`config.mk`:
```
export PLATFORM = sky130hd
export DESIGN_NAME = id_ex
export DESIGN_NICKNAME = d
export VERILOG_FILES = /design/src/rtl/id_ex.sv
export SDC_FILE = /design/constraint.sdc
export NUM_CORES = 1
export LEC_CHECK = 0
export BUFFER_PORTS_ARGS = -buffer_cell sky130_fd_sc_hd__buf_2
export CORE_ASPECT_RATIO = 1.5
export CORE_MARGIN = 3
export CORE_UTILIZATION = 34
export DETAILED_ROUTE_END_ITERATION = 16
export GPL_TIMING_DRIVEN = 0
export PLACE_DENSITY_LB_ADDON = 0.05
export SYNTH_ARGS = -nofsm -noshare
export SYNTH_HDL_FRONTEND = slang
export SYNTH_SLANG_ARGS = --single-unit
```
`constraint.sdc`:
```
create_clock -name clk -period 2.35 [get_ports clk]
set_input_delay 0.47 -clock clk [delete_from_list [all_inputs] [get_ports clk]]
set_output_delay 0.47 -clock clk [all_outputs]
set_load 0.02 [all_outputs]
```
`src/rtl/id_ex.sv`:
```
// rtl/id_ex.sv - ID->EX pipeline register with valid/ready handshake and 2-entry skid buffer
//
// Purpose:
//   Holds one decoded instruction (main slot) for the EX stage, plus one
//   overflow entry (skid slot) so that id_ready_o can be a pure flop output
//   with no combinational path from ex_ready_i. Order is strictly FIFO:
//   main drains first, then skid moves up into main. flush_i discards both
//   slots and any entry offered in the same cycle. When main is empty the
//   outputs present a NOP bubble so stale payload never reaches EX.
//
// Ports:
//   clk, rst_n          clock (rising edge) and asynchronous active-low reset
//   flush_i             drop all held and incoming entries
//   id_valid_i          upstream offers an entry
//   id_ready_o          entry can be accepted (skid slot free), from a flop
//   inst_i .. reg_wen_i upstream payload
//   ex_valid_o          main slot holds a valid entry
//   ex_ready_i          downstream consumes the main slot this cycle
//   inst_o .. reg_wen_o main slot payload, or bubble values when invalid

module id_ex #(
  parameter int               XLEN     = 32,
  parameter logic [XLEN-1:0]  NOP_INST = 32'h00000013
) (
  input  logic            clk,
  input  logic            rst_n,
  input  logic            flush_i,

  input  logic            id_valid_i,
  output logic            id_ready_o,
  input  logic [XLEN-1:0] inst_i,
  input  logic [XLEN-1:0] inst_addr_i,
  input  logic [XLEN-1:0] op_num1_i,
  input  logic [XLEN-1:0] op_num2_i,
  input  logic [4:0]      rd_addr_i,
  input  logic            reg_wen_i,

  output logic            ex_valid_o,
  input  logic            ex_ready_i,
  output logic [XLEN-1:0] inst_o,
  output logic [XLEN-1:0] inst_addr_o,
  output logic [XLEN-1:0] op_num1_o,
  output logic [XLEN-1:0] op_num2_o,
  output logic [4:0]      rd_addr_o,
  output logic            reg_wen_o
);

  // Payload layout: {inst, addr, op1, op2, rd, wen}
  localparam int PW = 4 * XLEN + 6;

  // Bubble: NOP instruction word, every other field (including wen) zero
  localparam logic [PW-1:0] BUBBLE = {NOP_INST, {(PW - XLEN){1'b0}}};

  logic [PW-1:0] r_main;
  logic [PW-1:0] r_skid;
  logic          r_main_v;
  logic          r_skid_v;

  logic [PW-1:0] w_in_payload;
  logic [PW-1:0] w_out_payload;
  logic          w_in_fire;
  logic          w_out_fire;
  logic          w_main_free;

  assign w_in_payload = {inst_i, inst_addr_i, op_num1_i, op_num2_i, rd_addr_i, reg_wen_i};

  // Ready depends only on the skid flop, so in_fire never sees ex_ready_i
  assign w_in_fire   = id_valid_i & ~r_skid_v;
  assign w_out_fire  = r_main_v & ex_ready_i;
  assign w_main_free = ~r_main_v | w_out_fire;

  always_ff @(posedge clk or negedge rst_n) begin
    if (!rst_n) begin
      r_main_v <= 1'b0;
      r_skid_v <= 1'b0;
      r_main   <= '0;
      r_skid   <= '0;
    end else if (flush_i) begin
      // Flush beats every other event, including a same-cycle accept
      r_main_v <= 1'b0;
      r_skid_v <= 1'b0;
    end else if (w_main_free) begin
      if (r_skid_v) begin
        // Skid full implies ready was low, so no new entry competes here
        r_main   <= r_skid;
        r_main_v <= 1'b1;
        r_skid_v <= 1'b0;
      end else if (w_in_fire) begin
        r_main   <= w_in_payload;
        r_main_v <= 1'b1;
      end else begin
        r_main_v <= 1'b0;
      end
    end else if (w_in_fire) begin
      // Main is stalled: park the new entry behind it
      r_skid   <= w_in_payload;
      r_skid_v <= 1'b1;
    end
  end

  assign w_out_payload = r_main_v ? r_main : BUBBLE;

  assign id_ready_o  = ~r_skid_v;
  assign ex_valid_o  = r_main_v;
  assign {inst_o, inst_addr_o, op_num1_o, op_num2_o, rd_addr_o, reg_wen_o} = w_out_payload;

endmodule

```
Word-level counts from Yosys, hierarchy flattened --
Cells that the tools add are included.
Storage, ports and cells: flip-flop bits (word level) 270, input port bits 139, output and inout port bits 136, logic and storage cells 26
Operators by class: multiplexer cells 10, bitwise gates (word level) 7, reductions and logical operators 5
Operator list (count):
- $mux W134 | 3
- $mux W1 | 7
- $reduce_and A3 Y1 | 2
- $not A1 Y1 | 4
- $reduce_bool A2 Y1 | 2
- $reduce_bool A3 Y1 | 1
- $and A1 B1 Y1 | 2
- $or A1 B1 Y1 | 1

Longest topological paths before layout --
Gate-level depths: netlist of run 1.
word-level depth 6, mapped depth 6, depth with buffers taken out 3

Worst setup path after synthesis of run 1 --
No wires, ideal clock.
kind reg-to-reg, start point register r_main_v, in the netlist ex_valid_o, end point register r_main[64], library setup time 0.125 ns, data arrival time 1.721 ns, data required time 2.225 ns, setup slack 0.504 ns, cell stages (with the launch flop) 7, buffers on the path 3, period minus slack after synthesis 1.846 ns, path through dfrtp_1 -> buf_2 -> and2b_4 -> nor3_4 -> buf_4 -> buf_6 -> mux2_2
Between the ends: longest elaborated chain between the ends 3, elaborated cells on any way between the ends 4, those cells by class bitwise (3); reduce/logical (1)
Ends and longest elaborated chain:
- start: declaration | line 56 | logic r_main_v;
- start signal: assignment | line 74 | r_main_v <= 1'b0;
- start signal: assignment | line 80 | r_main_v <= 1'b0;
- start signal: assignment | line 86 | r_main_v <= 1'b1;
- $and A1 B1 Y1 or $not A1 Y1 (tied branches) | line 69, 70
- $or A1 B1 Y1 (*) | line 70 | assign w_main_free = ~r_main_v | w_out_fire;
- $reduce_and A3 Y1 (no line) (*)
- end signal: assignment | line 85 | r_main <= r_skid;
- end signal: assignment | line 89 | r_main <= w_in_payload;
- end: declaration | line 54 | logic [PW-1:0] r_main;
Mark *: on every way between the ends. The rest lies on a longest branch, timed or not. A chain may end at the register's enable or synchronous reset.

Worst setup path in the final report of run 1 --
start point register r_main_v, in the netlist ex_valid_o, end point output port inst_addr_o[13]
Between the ends: longest elaborated chain between the ends 1
Ends and longest elaborated chain:
- $mux W134 | line 101 | assign w_out_payload = r_main_v ? r_main : BUBBLE;
- end: declaration | line 41 | output logic [XLEN-1:0] inst_addr_o,
No other way between the ends.

==> results.py, run 1 <==
metrics = {
    "detailed_routing": {
        "wl_per_cell_um": 18.4,
        "vias": 7842,
        "met2_length_um": 15800,
        "ant_nets": 0,
        "post_drt_via_cell_ratio": 4.68,
        "wl_met1_um": 12200,
        "drt_iter0_markers": 191,
        "wl_um": 30900,
        "wl_met3_um": 2260,
        "top_layer": "met5",
        "first_pass_iters": 4,
        "drc": 0,
    },
    "critical_path": {
        "crit_slowest_cell": "dfrtp_1",
        "r2r-end": "r_main[109]",
        "critPathMaxStageDelay_ns": 0.38,
        "rr_worst_depth": 6,
        "reg2reg_from": "ex_valid_o",
        "critPathLaunchType": "register",
        "crit_chain": "buf_12 > clkbuf_16 > clkbuf_2 > and2_1 > buf_2",
        "critPathKind": "register to output pin",
        "critPathCaptureType": "output pin",
        "reg2reg_slack_ns": 0.16,
        "worst_ep_arrival_time_ns": 1.78,
        "crit_fanout": 10,
        "crit_required_ns": 1.88,
    },
    "placed_design": {
        "port_buffers": 274,
        "dpl.hpwl_um": 22000,
        "place.gp.congestion": 0.710,
    },
    "status": {
        "status": "finished clean",
    },
    "sta": {
        "max_freq_mhz": 445,
        "finalMaxSlewViolations": 0,
        "fin_crit_sh_pct": 95.7,
        "finalHoldViolations": 0,
        "fin_crit_ns": 2.25,
        "tightest_slew_ns": 0.755,
        "grt_setup_unrepaired": "true",
        "whs_ns": 0.153,
        "skew_ns": 0.00711,
        "slew_headroom_pct": 49.6,
        "finalSetupViolCount": 0,
        "setup_tns_ns": 0,
    },
    "die": {
        "die_h_um": 241,
        "die_area_um2": 39100,
        "core_area_um2": 36100,
        "ioPinCount": 275,
        "start_util_pct": 34.6,
        "dieWidth_um": 162,
        "row_count": 85,
    },
    "global_route": {
        "grt_max_degree": 110,
        "grt_pass1_wl_um": 47600,
        "grt_pass1_vias": 8239,
        "antenna_found_initial": 9,
        "grtUsageTotal_pct": 15.5,
        "gr-total-overflow": 0,
    },
    "synthesis": {
        "netlist.area_leader.share_pct": 54.1,
        "synthesis.area_um2": 12500,
        "yosysWarningCount": 0,
        "avgSynthCellArea_um2": 14.3,
        "synth_area_leaders": "dfrtp_1 54%, mux2_2 35%, and2_1 6.6%, buf_2 1.2%, mux2_1 0.99%",
        "synth_top_cell_by_area": "dfrtp_1",
        "synth_nets": 1012,
        "synth_cell_type_count": 16,
        "syn_inst": 873,
        "yosysSeqAreaShare_pct": 54.1,
        "ys_ff_latch": 270,
    },
    "cells_and_area": {
        "drive_gt1_share_pct": 63.4,
        "fillCellCount": 3431,
        "area_growth_pct": 23.9,
        "final_nets": 1319,
    },
    "worst_hold_path": {
        "hold_path_depth": 2,
        "worstHoldEndpoint": "ex_valid_o",
        "hold_path_class": "primary input to register",
        "min_from": "flush_i",
    },
    "power": {
        "ir_drop_mv": 0.527,
        "powerDensity_nw_per_um2": 817,
        "leakage_nw": 7.17,
    },
    "clocking": {
        "htreeDepth": 1,
        "cts_buffer_depth": 3,
        "root_buffer": "clkbuf_16",
        "clk_latency_ns": 0.54,
        "cts_tree": "yes",
        "cts.sinks": 270,
        "postCtsSetupBuffers": 0,
        "numCtsBuffers": 29,
        "clk_pin_slew_worst_paths_ns": 0.06,
    },
    "flow_run": {
        "max-cap-violations": 0,
    },
}
-- critical path: cells and delay by family, from the launching register on --
kind,cells,cell delay (ns)
buffers and inverters,4,0.69
and+or+nand+nor,1,0.16
DFF,1,0.38
-- stage by stage --
stage | power (W) | instances | utilization [%] | area, µm² | setup WS, ns
floorplan | 0.00768 | 873 | - | 12500 | 0.504
global placement | 0.00841 | 1625 | 40.1 | 14500 | -4.75
detailed placement | 0.00851 | 1627 | 40.3 | 14500 | -0.275
CTS | 0.0129 | 1671 | 42.8 | 15400 | -0.000108
global route | 0.0134 | 1673 | 42.9 | 15500 | -0.00287
finish | 0.0126 | 1676 | 42.9 | 15500 | 0.101
-- sequential cells by signal, summed over array words and instances (netlist names) --
signal	count
r_main	134
ex_valid_o	1
r_skid_v	1
r_skid	134
-- where the power goes --
group | switching (W) | internal (W) | leakage, nW | total [W]
Sequential | 0.000431 | 0.00568 | 3.24 | 0.00611
Combinational | 0.000994 | 0.00129 | 3.51 | 0.00228
Clock | 0.00182 | 0.00243 | 0.417 | 0.00425
-- cells by family (layout without fill, tap and decap cells) --
| kind of cell | Yosys count | after routing | synth area share, % |
|---|---|---|---|
| buffers and inverters | 59 | 379 | 2.45 |
| and+or+nand+nor | 141 | 141 | 7.15 |
| other | 0 | 5 | 0 |
| muxes | 402 | 402 | 36.2 |
| AOI/OAI and AO/OA | 1 | 1 | 0.0400 |
| DFF | 270 | 270 | 54.1 |
-- per-layer routing --
layer	up-vias	track usage (%)
li1	3648	-
met1	3946	18.1
met2	190	27.6
met3	50	4.98
met4	8	4.04
met5	-	0
-- cells in the final DEF (no fill, tap or decap) --
cell type / count
a21oi_1: 1
and2_1: 131
and2b_4: 1
buf_12: 1
buf_16: 2
buf_2: 296
buf_4: 5
buf_6: 7
buf_8: 1
bufinv_16: 1
clkbuf_1: 15
clkbuf_16: 30
clkbuf_2: 8
clkbuf_4: 2
clkbuf_8: 5
clkinv_2: 4
dfrtp_1: 270
diode_2: 5
dlygate4sd3_1: 1
inv_1: 1
mux2_1: 11
mux2_2: 391
nand2b_1: 4
nand3_2: 1
nor2_1: 2
nor3_1: 1
nor3_4: 1
-- worst max-delay path by stage --
stage                from         endpoint  slack [ns]  depth (start not counted)
5_1_grt        ex_valid_o  inst_addr_o[18]      -0.003                          5
6_report       ex_valid_o  inst_addr_o[13]        0.10                          5
2_1_floorplan  ex_valid_o       r_main[64]        0.50                          6
3_5_place_dp   ex_valid_o   inst_addr_o[1]       -0.27                          5
3_3_place_gp        rst_n       r_main[14]       -4.75                          1
4_1_cts        ex_valid_o     rd_addr_o[2]     -0.0001                          4
-- synthesized netlist by cell type --
master and count:
a21oi_1 1, and2_1 131, and2b_4 1, buf_2 29, buf_4 1, buf_6 6, clkbuf_1 22, dfrtp_1 270
inv_1 1, mux2_1 11, mux2_2 391, nand2b_1 4, nand3_2 1, nor2_1 2, nor3_1 1, nor3_4 1
-- what timing repair did --
item | CTS | global route
hold buffers | 1 | 0
endpoints found under the setup margin | 180 | 47
endpoints found under the hold margin | 60 | 0
gates resized for setup | 26 | 13
-- layout make-up --
type | instances | area, µm² | share of cell area [%]
multi-input cells | 544 | 5430 | 35.1
clock inverters | 5 | 50.0 | 0.323
flip-flops and latches | 270 | 6760 | 43.7
repair buffers | 277 | 1450 | 9.38
inverters | 1 | 3.75 | 0.0243
plain buffers | 57 | 384 | 2.48
diodes | 5 | 12.5 | 0.0809
well taps | 478 | 598 | 3.86
clock buffers | 39 | 793 | 5.13
No activity file was read; power rests on OpenSTA's default activity.
==> run 2: changes to the inputs <==
--- a/config.mk
+++ b/config.mk
@@ -12,6 +12,7 @@
 export DETAILED_ROUTE_END_ITERATION = 16
 export GPL_TIMING_DRIVEN = 0
 export PLACE_DENSITY_LB_ADDON = 0.05
+export RECOVER_POWER = 100
 export SYNTH_ARGS = -nofsm -noshare
 export SYNTH_HDL_FRONTEND = slang
 export SYNTH_SLANG_ARGS = --single-unit
==> run 2 against run 1 <==
Against the previous run:
- maximum frequency is the same
- clock-buffer cell count unchanged
- clock skew is the same
- clock power about the same
- utilization did not move
- cell area stayed put
- critical path depth unchanged
- register-to-register slack about the same
- setup slack did not move
- non-clock buffer count is the same
- critical path type unchanged
- largest cell class unchanged
==> results.py, run 2 (synthesized netlist as in run 1, its figures left out) <==
metrics = {
    "status": {
        "status": "finished clean",
    },
    "sta": {
        "finalMaxSlewViolations": 0,
        "skew_ns": 0.00711,
        "max_freq_mhz": 445,
        "fin_crit_sh_pct": 95.7,
        "finalSetupViolCount": 0,
        "fin_crit_ns": 2.25,
        "fin_ws_ns": 0.101,
        "slew_headroom_pct": 49.6,
        "tightest_slew_ns": 0.755,
        "whs_ns": 0.153,
        "finalHoldViolations": 0,
        "grt_setup_unrepaired": "true",
    },
    "detailed_routing": {
        "top_layer": "met5",
        "vias": 7842,
        "drt_iter0_markers": 191,
        "first_pass_iters": 4,
        "ant_nets": 0,
        "wl_met1_um": 12200,
        "met2_length_um": 15800,
        "wl_met3_um": 2260,
        "drc": 0,
        "post_drt_via_cell_ratio": 4.68,
        "wl_um": 30900,
        "wl_per_cell_um": 18.4,
    },
    "power": {
        "power.share.clock_pct": 33.6,
        "power.switching_w": 0.00325,
        "ir_drop_mv": 0.527,
        "powerDensity_nw_per_um2": 817,
        "comb_power_share_pct": 18.0,
        "switching_share_pct": 25.7,
        "leakage_nw": 7.17,
        "intPower_w": 0.00940,
        "seqPwrFrac_pct": 48.3,
    },
    "placed_design": {
        "dp_cells": 1627,
        "port_buffers": 274,
        "dpl.hpwl_um": 22000,
        "dp_slack_ns": -0.275,
        "place.gp.congestion": 0.710,
    },
    "cells_and_area": {
        "ff_latch_area_um2": 6760,
        "area_growth_pct": 23.9,
        "layout_common_cells": "391 x mux2_2, 296 x buf_2, 270 x dfrtp_1",
        "top_regs": "r_main x134, r_skid x134",
        "fin_cells": 1676,
        "drive_gt1_share_pct": 63.4,
        "multi_input_area_um2": 5430,
        "fillCellCount": 3431,
        "layout.cells.most_common": "mux2_2",
        "final_nets": 1319,
    },
    "critical_path": {
        "critPathKind": "register to output pin",
        "crit_fanout": 10,
        "critPathCaptureType": "output pin",
        "crit_buf_inv": 4,
        "crit_slowest_cell": "dfrtp_1",
        "critPathLaunchType": "register",
        "cpLargestDelayFamily": "buffers and inverters",
        "crit_required_ns": 1.88,
        "critPathMaxStageDelay_ns": 0.38,
        "crit_chain": "buf_12 > clkbuf_16 > clkbuf_2 > and2_1 > buf_2",
        "worst_ep_arrival_time_ns": 1.78,
    },
    "clocking": {
        "cts_tree": "yes",
        "clk_pin_slew_worst_paths_ns": 0.06,
        "clk_latency_ns": 0.54,
        "cts_buffer_depth": 3,
        "cts.sinks": 270,
        "root_buffer": "clkbuf_16",
        "numCtsBuffers": 29,
        "htreeDepth": 1,
    },
    "die": {
        "start_util_pct": 34.6,
        "dieWidth_um": 162,
        "row_count": 85,
        "ioPinCount": 275,
        "die_area_um2": 39100,
        "core_area_um2": 36100,
        "die_h_um": 241,
    },
    "global_route": {
        "antenna_found_initial": 9,
        "grt_pass1_wl_um": 47600,
        "grtUsageTotal_pct": 15.5,
        "grt_pass1_vias": 8239,
        "gr-total-overflow": 0,
        "grt_max_degree": 110,
    },
    "worst_hold_path": {
        "hold_path_class": "primary input to register",
    },
    "flow_run": {
        "max-cap-violations": 0,
    },
}
## run 2: cell counts in the layout (fill, tap and decap cells not counted)
No cell type changed its count.
## run 2: cell type report
cell class	instances	share of cell area [%]
diodes	5	0.0809
plain buffers	57	2.48
clock buffers	39	5.13
clock inverters	5	0.323
inverters	1	0.0243
multi-input cells	544	35.1
flip-flops and latches	270	43.7
well taps	478	3.86
repair buffers	277	9.38
## run 2: per-layer routing
layer,track usage [%],vias up
met5,0,-
met4,4.04,8
met3,4.98,50
met2,27.6,190
met1,18.1,3946
li1,-,3648
## run 2: path summary, 6_finish.rpt
check                                       end  slack [ns]  depth (start not counted)       start
min in group asynchronous            r_skid[78]        0.55                          2       rst_n
max in group asynchronous            r_main[22]        0.76                          3       rst_n
worst max register to register      r_main[109]        0.16                          6  ex_valid_o
worst min register to register       r_main[61]        0.48                          1  r_main[61]
worst min-delay path                 ex_valid_o        0.15                          2     flush_i
worst max-delay path            inst_addr_o[13]        0.10                          5  ex_valid_o
## run 2: what timing repair did
action | CTS | global route
buffers inserted | 0 | 0
hold buffers | 1 | 0
gates resized for setup | 26 | 13
hold endpoints to repair | 60 | 0
setup endpoints to repair | 180 | 47
## run 2: metrics by stage
| stage | utilization (%) | setup TNS, ns | instance area [µm²] | total power [W] |
|---|---|---|---|---|
| 3_5_place_dp | 40.3 | -9.76 | 14500 | 0.00851 |
| 2_1_floorplan | - | 0 | 12500 | 0.00768 |
| 5_1_grt | 42.9 | -0.00287 | 15500 | 0.0134 |
| 6_report | 42.9 | 0 | 15500 | 0.0126 |
| 3_3_place_gp | 40.1 | -1283.03 | 14500 | 0.00841 |
| 4_1_cts | 42.8 | -0.000108 | 15400 | 0.0129 |
## run 2: power groups by stage
| stage | combinational [W] | sequential (W) | clock (W) |
|---|---|---|---|
| final | 0.00228 | 0.00611 | 0.00425 |
| after global routing | 0.00251 | 0.00623 | 0.00464 |
| after CTS | 0.00234 | 0.00611 | 0.00446 |
| after detailed placement | 0.00231 | 0.00620 | 0 |
| after global placement | 0.00226 | 0.00616 | 0 |
| after floorplan | 0.00163 | 0.00605 | 0 |
